==> config.mk <==
export PLATFORM = sky130hd
export DESIGN_NAME = intr_ctrl_flat
export DESIGN_NICKNAME = d
export VERILOG_FILES = /design/src/rtl/intr_ctrl_pkg.sv /design/src/rtl/intr_ctrl_if.sv /design/src/rtl/intr_ctrl_prio_onehot.sv /design/src/rtl/intr_ctrl.sv /design/src/flat_wrapper.sv
export SDC_FILE = /design/constraint.sdc
export NUM_CORES = 1
export LEC_CHECK = 0
export ABC_AREA = 1
export CORE_MARGIN = 2
export CORE_UTILIZATION = 45
export CTS_CLUSTER_SIZE = 30
export DETAILED_ROUTE_END_ITERATION = 6
export PLACE_DENSITY = 0.9
export SLEW_MARGIN = 25
export SYNTH_ARGS = -nofsm -noshare
export SYNTH_HDL_FRONTEND = slang
export SYNTH_SLANG_ARGS = --single-unit
==> constraint.sdc <==
create_clock -name clk -period 2 [get_ports clk]
set_clock_uncertainty 0.15 [all_clocks]
set_input_delay 0.3 -clock clk [delete_from_list [all_inputs] [get_ports clk]]
set_output_delay 0.3 -clock clk [all_outputs]
set_load 0.005 [all_outputs]
==> src/rtl/intr_ctrl_pkg.sv <==
// Shared definitions for the interrupt controller.
//   N_IRQ     : number of request lines (8, matches the control-unit buses)
//   irq_vec_t : one bit per request line, also used for one-hot line codes
//   INTR_NONE : the "no line" one-hot code
package intr_pkg;

    localparam int N_IRQ = 8;

    typedef logic [N_IRQ-1:0] irq_vec_t;

    localparam irq_vec_t INTR_NONE = 8'h00;

endpackage

==> src/rtl/intr_ctrl_if.sv <==
// Signal bundle between the interrupt controller and the control unit.
//   irq           : raw request lines, bit 0 highest priority
//   s_intr        : call/return strobe from the control unit
//   s_call_intr   : one-hot line being accepted
//   s_return_intr : one-hot line being retired (JRINTR)
//   min_bit_s     : one-hot highest-priority pending request, or 0
//   min_bit_a     : one-hot highest-priority in-service line, or 0
//   lost          : sticky per-line "request edge dropped" flags
// Modports: master = control unit / request source, slave = intr_ctrl.
interface intr_ctrl_if;
    import intr_pkg::*;

    irq_vec_t irq;
    logic     s_intr;
    irq_vec_t s_call_intr;
    irq_vec_t s_return_intr;
    irq_vec_t min_bit_s;
    irq_vec_t min_bit_a;
    irq_vec_t lost;

    modport master (
        output irq, s_intr, s_call_intr, s_return_intr,
        input  min_bit_s, min_bit_a, lost
    );

    modport slave (
        input  irq, s_intr, s_call_intr, s_return_intr,
        output min_bit_s, min_bit_a, lost
    );

endinterface

==> src/rtl/intr_ctrl_prio_onehot.sv <==
// Lowest-set-bit isolator: onehot = vec & (~vec + 1).
//   vec    : input bit vector
//   onehot : only the lowest-index set bit of vec, or 0 when vec is 0
module prio_onehot
    import intr_pkg::*;
(
    input  irq_vec_t vec,
    output irq_vec_t onehot
);

    assign onehot = vec & (~vec + irq_vec_t'(1));

endmodule

==> src/rtl/intr_ctrl.sv <==
// Edge-triggered, priority-ordered interrupt controller with nesting.
// Ports:
//   clk   : rising-edge clock
//   reset : synchronous, active-low reset
//   bus   : intr_ctrl_if.slave (irq, s_intr, s_call_intr, s_return_intr in;
//           min_bit_s, min_bit_a, lost out)
// Build option: define INTR_SYNC_EN to pass irq through a 2-flop
// synchronizer (adds 2 clocks of request latency).
module intr_ctrl
    import intr_pkg::*;
#(
    parameter int N_IRQ = 8
) (
    input  logic        clk,
    input  logic        reset,
    intr_ctrl_if.slave  bus
);

    logic [N_IRQ-1:0] pend;
    logic [N_IRQ-1:0] insrv;
    logic [N_IRQ-1:0] lost_q;
    logic [N_IRQ-1:0] irq_q;
    logic [N_IRQ-1:0] irq_s;

    logic [N_IRQ-1:0] edge_det;
    logic [N_IRQ-1:0] call_eff;
    logic [N_IRQ-1:0] ret_eff;
    logic [N_IRQ-1:0] pend_n;
    logic [N_IRQ-1:0] insrv_n;
    logic [N_IRQ-1:0] lost_n;

`ifdef INTR_SYNC_EN
    logic [N_IRQ-1:0] sync1;
    logic [N_IRQ-1:0] sync2;

    always_ff @(posedge clk) begin
        if (!reset) begin
            sync1 <= '0;
            sync2 <= '0;
        end else begin
            sync1 <= bus.irq;
            sync2 <= sync1;
        end
    end

    assign irq_s = sync2;
`else
    assign irq_s = bus.irq;
`endif

    always_comb begin
        edge_det = irq_s & ~irq_q;
        call_eff = bus.s_intr ? bus.s_call_intr   : INTR_NONE;
        ret_eff  = bus.s_intr ? bus.s_return_intr : INTR_NONE;

        // A new edge wins over acceptance so a request arriving while the
        // line is being accepted is kept pending.
        pend_n   = (pend & ~call_eff) | edge_det;

        // Return clears first, then call sets.
        insrv_n  = (insrv & ~ret_eff) | call_eff;

        lost_n   = lost_q | (edge_det & pend & ~call_eff);
    end

    always_ff @(posedge clk) begin
        if (!reset) begin
            pend   <= '0;
            insrv  <= '0;
            lost_q <= '0;
            // irq_q keeps following irq_s during reset so a line held high
            // through reset release is not seen as a fresh edge; with irq_s
            // low in reset (or synchronizer flops cleared) this is 0.
            irq_q  <= irq_s;
        end else begin
            pend   <= pend_n;
            insrv  <= insrv_n;
            lost_q <= lost_n;
            irq_q  <= irq_s;
        end
    end

    prio_onehot u_prio_pend (
        .vec    (pend),
        .onehot (bus.min_bit_s)
    );

    prio_onehot u_prio_insrv (
        .vec    (insrv),
        .onehot (bus.min_bit_a)
    );

    assign bus.lost = lost_q;

endmodule

==> src/flat_wrapper.sv <==
// flat-port wrapper written by rule: the top's interface ports become plain ports
module intr_ctrl_flat import intr_pkg::*;
#(
    parameter int N_IRQ = 8
)
  (clk, reset, bus_irq, bus_s_intr, bus_s_call_intr, bus_s_return_intr, bus_min_bit_s, bus_min_bit_a, bus_lost);
  intr_ctrl_if bus_i ();
  input  logic clk;
  input  logic reset;
  input wire logic [$bits(bus_i.irq)-1:0] bus_irq;
  input wire logic [$bits(bus_i.s_intr)-1:0] bus_s_intr;
  input wire logic [$bits(bus_i.s_call_intr)-1:0] bus_s_call_intr;
  input wire logic [$bits(bus_i.s_return_intr)-1:0] bus_s_return_intr;
  output wire logic [$bits(bus_i.min_bit_s)-1:0] bus_min_bit_s;
  output wire logic [$bits(bus_i.min_bit_a)-1:0] bus_min_bit_a;
  output wire logic [$bits(bus_i.lost)-1:0] bus_lost;
  assign bus_i.irq = bus_irq;
  assign bus_i.s_intr = bus_s_intr;
  assign bus_i.s_call_intr = bus_s_call_intr;
  assign bus_i.s_return_intr = bus_s_return_intr;
  assign bus_min_bit_s = bus_i.min_bit_s;
  assign bus_min_bit_a = bus_i.min_bit_a;
  assign bus_lost = bus_i.lost;
  intr_ctrl #(.N_IRQ(N_IRQ)) u_core (.clk(clk), .reset(reset), .bus(bus_i));
endmodule
Word level (Yosys, flattened, before mapping)
Index checks and enable logic that the tools add are counted.
Widths: inputs -> output; s select.
Storage, ports and cells
  flip-flop bits (word level): 32
  input bits: 27
  logic and storage cells: 23
Operators by class
  muxes and demuxes: 2
  bitwise operators: 15
  add/sub/neg operators: 2
Operators with widths (number)
  $and 8x8->8: 7
  $not 8->8: 5
  $or 8x8->8: 3
  $add 8x1->8 const B: 2
  $mux 8: 2

Longest topological paths before layout
  word-level depth: 5
  gate-level depth with buffers: 7

Modules after synthesis
From an unflattened synthesis, not the netlist that was laid out.
Second synthesis, totals
  cells, all modules: 165
  area total of the unflattened synthesis: 1242.4 µm²
By module, submodules not included
  intr_ctrl: area each 1059.8 µm², seq. area each 640.6 µm², cells each 125, times used 1
  prio_onehot: area each 91.3 µm², seq. area each 0.0 µm², cells each 20, times used 2

Worst setup path after synthesis
OpenSTA, ideal clock, no wires.
  kind: reg2out
  start: register u_core.pend[1]
  end: output port bus_min_bit_s[4]
  path slack: 0.733 ns
  stages on the path, launching flop included: 5
  arrival time: 0.817 ns
  cells stage by stage: dfxtp_1 -> or2_1 -> nor2_1 -> nand2_1 -> nor2_1
Between the ends
  cells in the longest elaborated chain, start to end: 3
Ends and longest elaborated chain
  start: declaration: line intr_ctrl.sv:19  | logic [N_IRQ-1:0] pend;
  start signal: assignment: line intr_ctrl.sv:76  | pend <= pend_n;
  $not 8->8: line intr_ctrl_prio_onehot.sv:11  | assign onehot = vec & (~vec + irq_vec_t'(1));
  $add 8x1->8: line intr_ctrl_prio_onehot.sv:11
  $and 8x8->8: line intr_ctrl_prio_onehot.sv:11
  end: declaration: line flat_wrapper.sv:14  | output wire logic [$bits(bus_i.min_bit_s)-1:0] bus_min_bit_s;
Every way passes these cells.

Worst setup path in the final report
  start: register u_core.pend[0]
  end: output port bus_min_bit_s[7]
Same word-level chain as after synthesis.

==> flow_metrics.env <==
export IMPL_avgSynthCellArea_sq_um=7.48
export IMPL_cp_required_ns=1.55
export IMPL_min_path_type="in -> reg"
export IMPL_remaining_drc_errors=0
export IMPL_coreArea_sq_um=2520
export IMPL_reg2reg_slack_ns=1.07
export IMPL_drt_total_wl_mm=2.72
export IMPL_io_pins=51
export IMPL_start_kind="flip-flop"
export IMPL_intPower_mw=1.05
export IMPL_cp_end_kind="output pin"
export IMPL_fin_crit_sh_pct=98.5
export IMPL_synth_top_family_by_area="simple AND/OR/NAND/NOR gates"
export IMPL_relSlewSlack_pct=83.7
export IMPL_reg2reg_from="u_core.pend[2]"
export IMPL_vdd_drop_max_mv=0.590
export IMPL_drive_gt1_share_pct=14.0
export IMPL_fp_dieH_microns=56.2
export IMPL_power_mw=1.38
export IMPL_setup_viol=0
export IMPL_viasPerCell=4.43
export IMPL_clk_root_buffer_cell="clkbuf_4"
export IMPL_fmax_mhz=508
export IMPL_switchingPower_mw=0.324
export IMPL_muxShareOfSynthArea_pct=0
export IMPL_yosysSeqAreaShare_pct=52.2
export IMPL_synth_edf_count=0
export IMPL_first_pass_iters=4
export IMPL_yosysWarnings=0
export IMPL_dpl_hpwl_mm=2.01
export IMPL_grt_overflow=0
export IMPL_worstReg2RegEnd="u_core.bus.lost[2]"
export IMPL_fin_nets=247
export IMPL_place_gp_congestion=0.751
export IMPL_synth_nets=191
export IMPL_insertion_delay_ns=0.32
export IMPL_dieWidth_microns=56.2
export IMPL_synthCells=164
export IMPL_clkPwrFrac_pct=34.5
export IMPL_holdPathStages=1
export IMPL_rsz0062_at_grt="true"
export IMPL_routedWlPerCell_microns=10.8
export IMPL_min_from="bus_irq[2]"
export IMPL_path_class="reg -> out"
export IMPL_grt_max_degree=25
export IMPL_diodes=0
export IMPL_final_antenna_net_count=0
export IMPL_synth_ff_type="dfxtp_1"
export IMPL_whs_endpoint="u_core.irq_q[2]"
export IMPL_synth_compound_area_share_pct=6.52
export IMPL_synth_simple_area_share_pct=30.6
export IMPL_grt_pass1_vias=1099
export IMPL_cts_buffers=5
export IMPL_status="finished, final reports clean"
export IMPL_fin_crit_ns=1.97
export IMPL_pwr_share_seq_pct=50.2
export IMPL_tns_ns=0
export IMPL_path_max_fanout=4
export IMPL_pre_cts_slack_ns=0.184
export IMPL_async_flop_share_pct=0
export IMPL_track_usage_pct=18.5
export IMPL_rr_worst_depth=4
export IMPL_maxCapViolCount=0
export IMPL_p_leak_nw=0.852
export IMPL_synth_seq_cells=32
export IMPL_slew_violations=0
export IMPL_cts_clk_slew_worst_paths_ns=0.10
export IMPL_cts_sinks=32
export IMPL_start_util_pct=48.7
export IMPL_area_growth_pct=50.3
export IMPL_antenna_found_initial=0
export IMPL_drtIter0Drc=29
export IMPL_ctsLongestPathBuffers=2
export IMPL_synth_xor_area_share_pct=0
export IMPL_synthAdderAreaFrac_pct=0
export IMPL_synth_area_sq_um=1230
export IMPL_rows=18
export IMPL_synth_cell_type_count=16
export IMPL_port_buffers=50
export IMPL_grt_pass1_wl_mm=4.55
export IMPL_cts_htree_levels=2
export IMPL_hold_buffers=0
export IMPL_hold_violations=0
export IMPL_p_per_area_nw_per_um2=746
export IMPL_arrival_ns=1.52
export IMPL_worstMarginPinSlew_ns=0.244
export IMPL_cts_tree="done"
export IMPL_vias=1112
export IMPL_setup_ws_ns=0.0300
export IMPL_combPwrFrac_pct=15.3
export IMPL_dieArea_sq_um=3160
export IMPL_swShare_pct=23.5
==> worst max-delay path: stages, from the launching register on <==
cell      delay, ns
dfxtp_2        0.34
or2_4          0.27
nor2_4         0.08
nand2_2        0.07
buf_4          0.14
buf_4          0.13
nor2_4         0.06
clkbuf_2       0.11
==> sequential cells by signal, indices dropped and copies added, names as in the netlist <==
name	flops
u_core.bus.lost	8
u_core.insrv	8
u_core.irq_q	8
u_core.pend	8
==> how the worst max path moves through the flow <==
stage	from	end	slack (ns)	cells past startpoint
global placement	u_core.pend[1]	bus_min_bit_s[5]	0.20	5
finish	u_core.pend[0]	bus_min_bit_s[7]	0.03	7
CTS	u_core.pend[1]	bus_min_bit_s[7]	-0.12	7
floorplan	u_core.pend[1]	bus_min_bit_s[4]	0.73	4
global route	u_core.pend[0]	bus_min_bit_s[7]	-0.05	7
detailed placement	u_core.pend[1]	bus_min_bit_s[6]	0.18	5
==> repair_timing <==
item	in CTS	in global routing
pin swaps	1	7
setup buffers	2	1
resized for setup	11	19
endpoints found under the hold margin	0	0
endpoints found under the setup margin	9	7
==> cell families after synthesis <==
group | after synthesis
AO/OA/AOI/OAI | 16
buffers and inverters | 26
flip-flops | 32
AND/OR/NAND/NOR | 90
==> power groups by stage <==
stage / clock network [mW] / registers, mW / logic (mW)
final: 0.474 / 0.690 / 0.211
after global routing: 0.518 / 0.695 / 0.234
after CTS: 0.485 / 0.689 / 0.200
after detailed placement: 0 / 0.703 / 0.196
after global placement: 0 / 0.701 / 0.191
after floorplan: 0 / 0.700 / 0.0934
==> placed cells by master (no fill, tap or decap), drive strengths merged <==
cell and n:
clkdlybuf4s50 40, nand3 1, dlygate4sd2 3, bufinv 1
nand4 2, dlymetal6s2s 3, nor2 38, dfxtp 32
or2 1, clkinvlp 1, inv 20, buf 5
nor3 3, clkinv 1, a21oi 16, clkbuf 9
nand2 45
==> layer usage <==
metal | wire length, microns | global-route usage (%) | vias to the layer above
li1 | - | - | 609
met2 | 1420 | 33.1 | 25
met4 | 49 | 8.16 | 0
met1 | 1130 | 20.6 | 473
met5 | 0 | 0 | -
met3 | 113 | 4.42 | 5
==> cell type report <==
class / instances / area [sq um]
inverters: 20 / 75.1
clock inverters: 3 / 42.5
clock buffers: 5 / 37.5
repair buffers: 55 / 522
well taps: 30 / 37.5
multi-input cells: 106 / 483
fillers: 215 / 678
flip-flops and latches: 32 / 647
==> per-stage QoR <==
| step | util (%) | cell area, sq um | std cells | hold WS [ns] |
|---|---|---|---|---|
| detailed placement | 68.4 | 1720 | 240 | 0.303 |
| CTS | 72.0 | 1820 | 250 | 0.279 |
| global route | 73.1 | 1840 | 251 | 0.283 |
| global placement | 68.4 | 1720 | 240 | 0.299 |
| finish | 73.1 | 1840 | 251 | 0.290 |
| floorplan | - | 1230 | 164 | 0.178 |
==> synth_stat cells, types with 2 or more instances <==
master	n	area [sq um]
nor3_1	3	15.0
inv_1	20	75.1
dfxtp_1	32	641
nand4_1	2	12.5
buf_4	2	15.0
nor2_1	36	135
nand2_1	41	154
nand2_2	2	12.5
nand2_4	2	22.5
nor2_2	2	12.5
buf_2	2	10.0
a21oi_1	16	80.1
(Power assumes the default switching activity.)
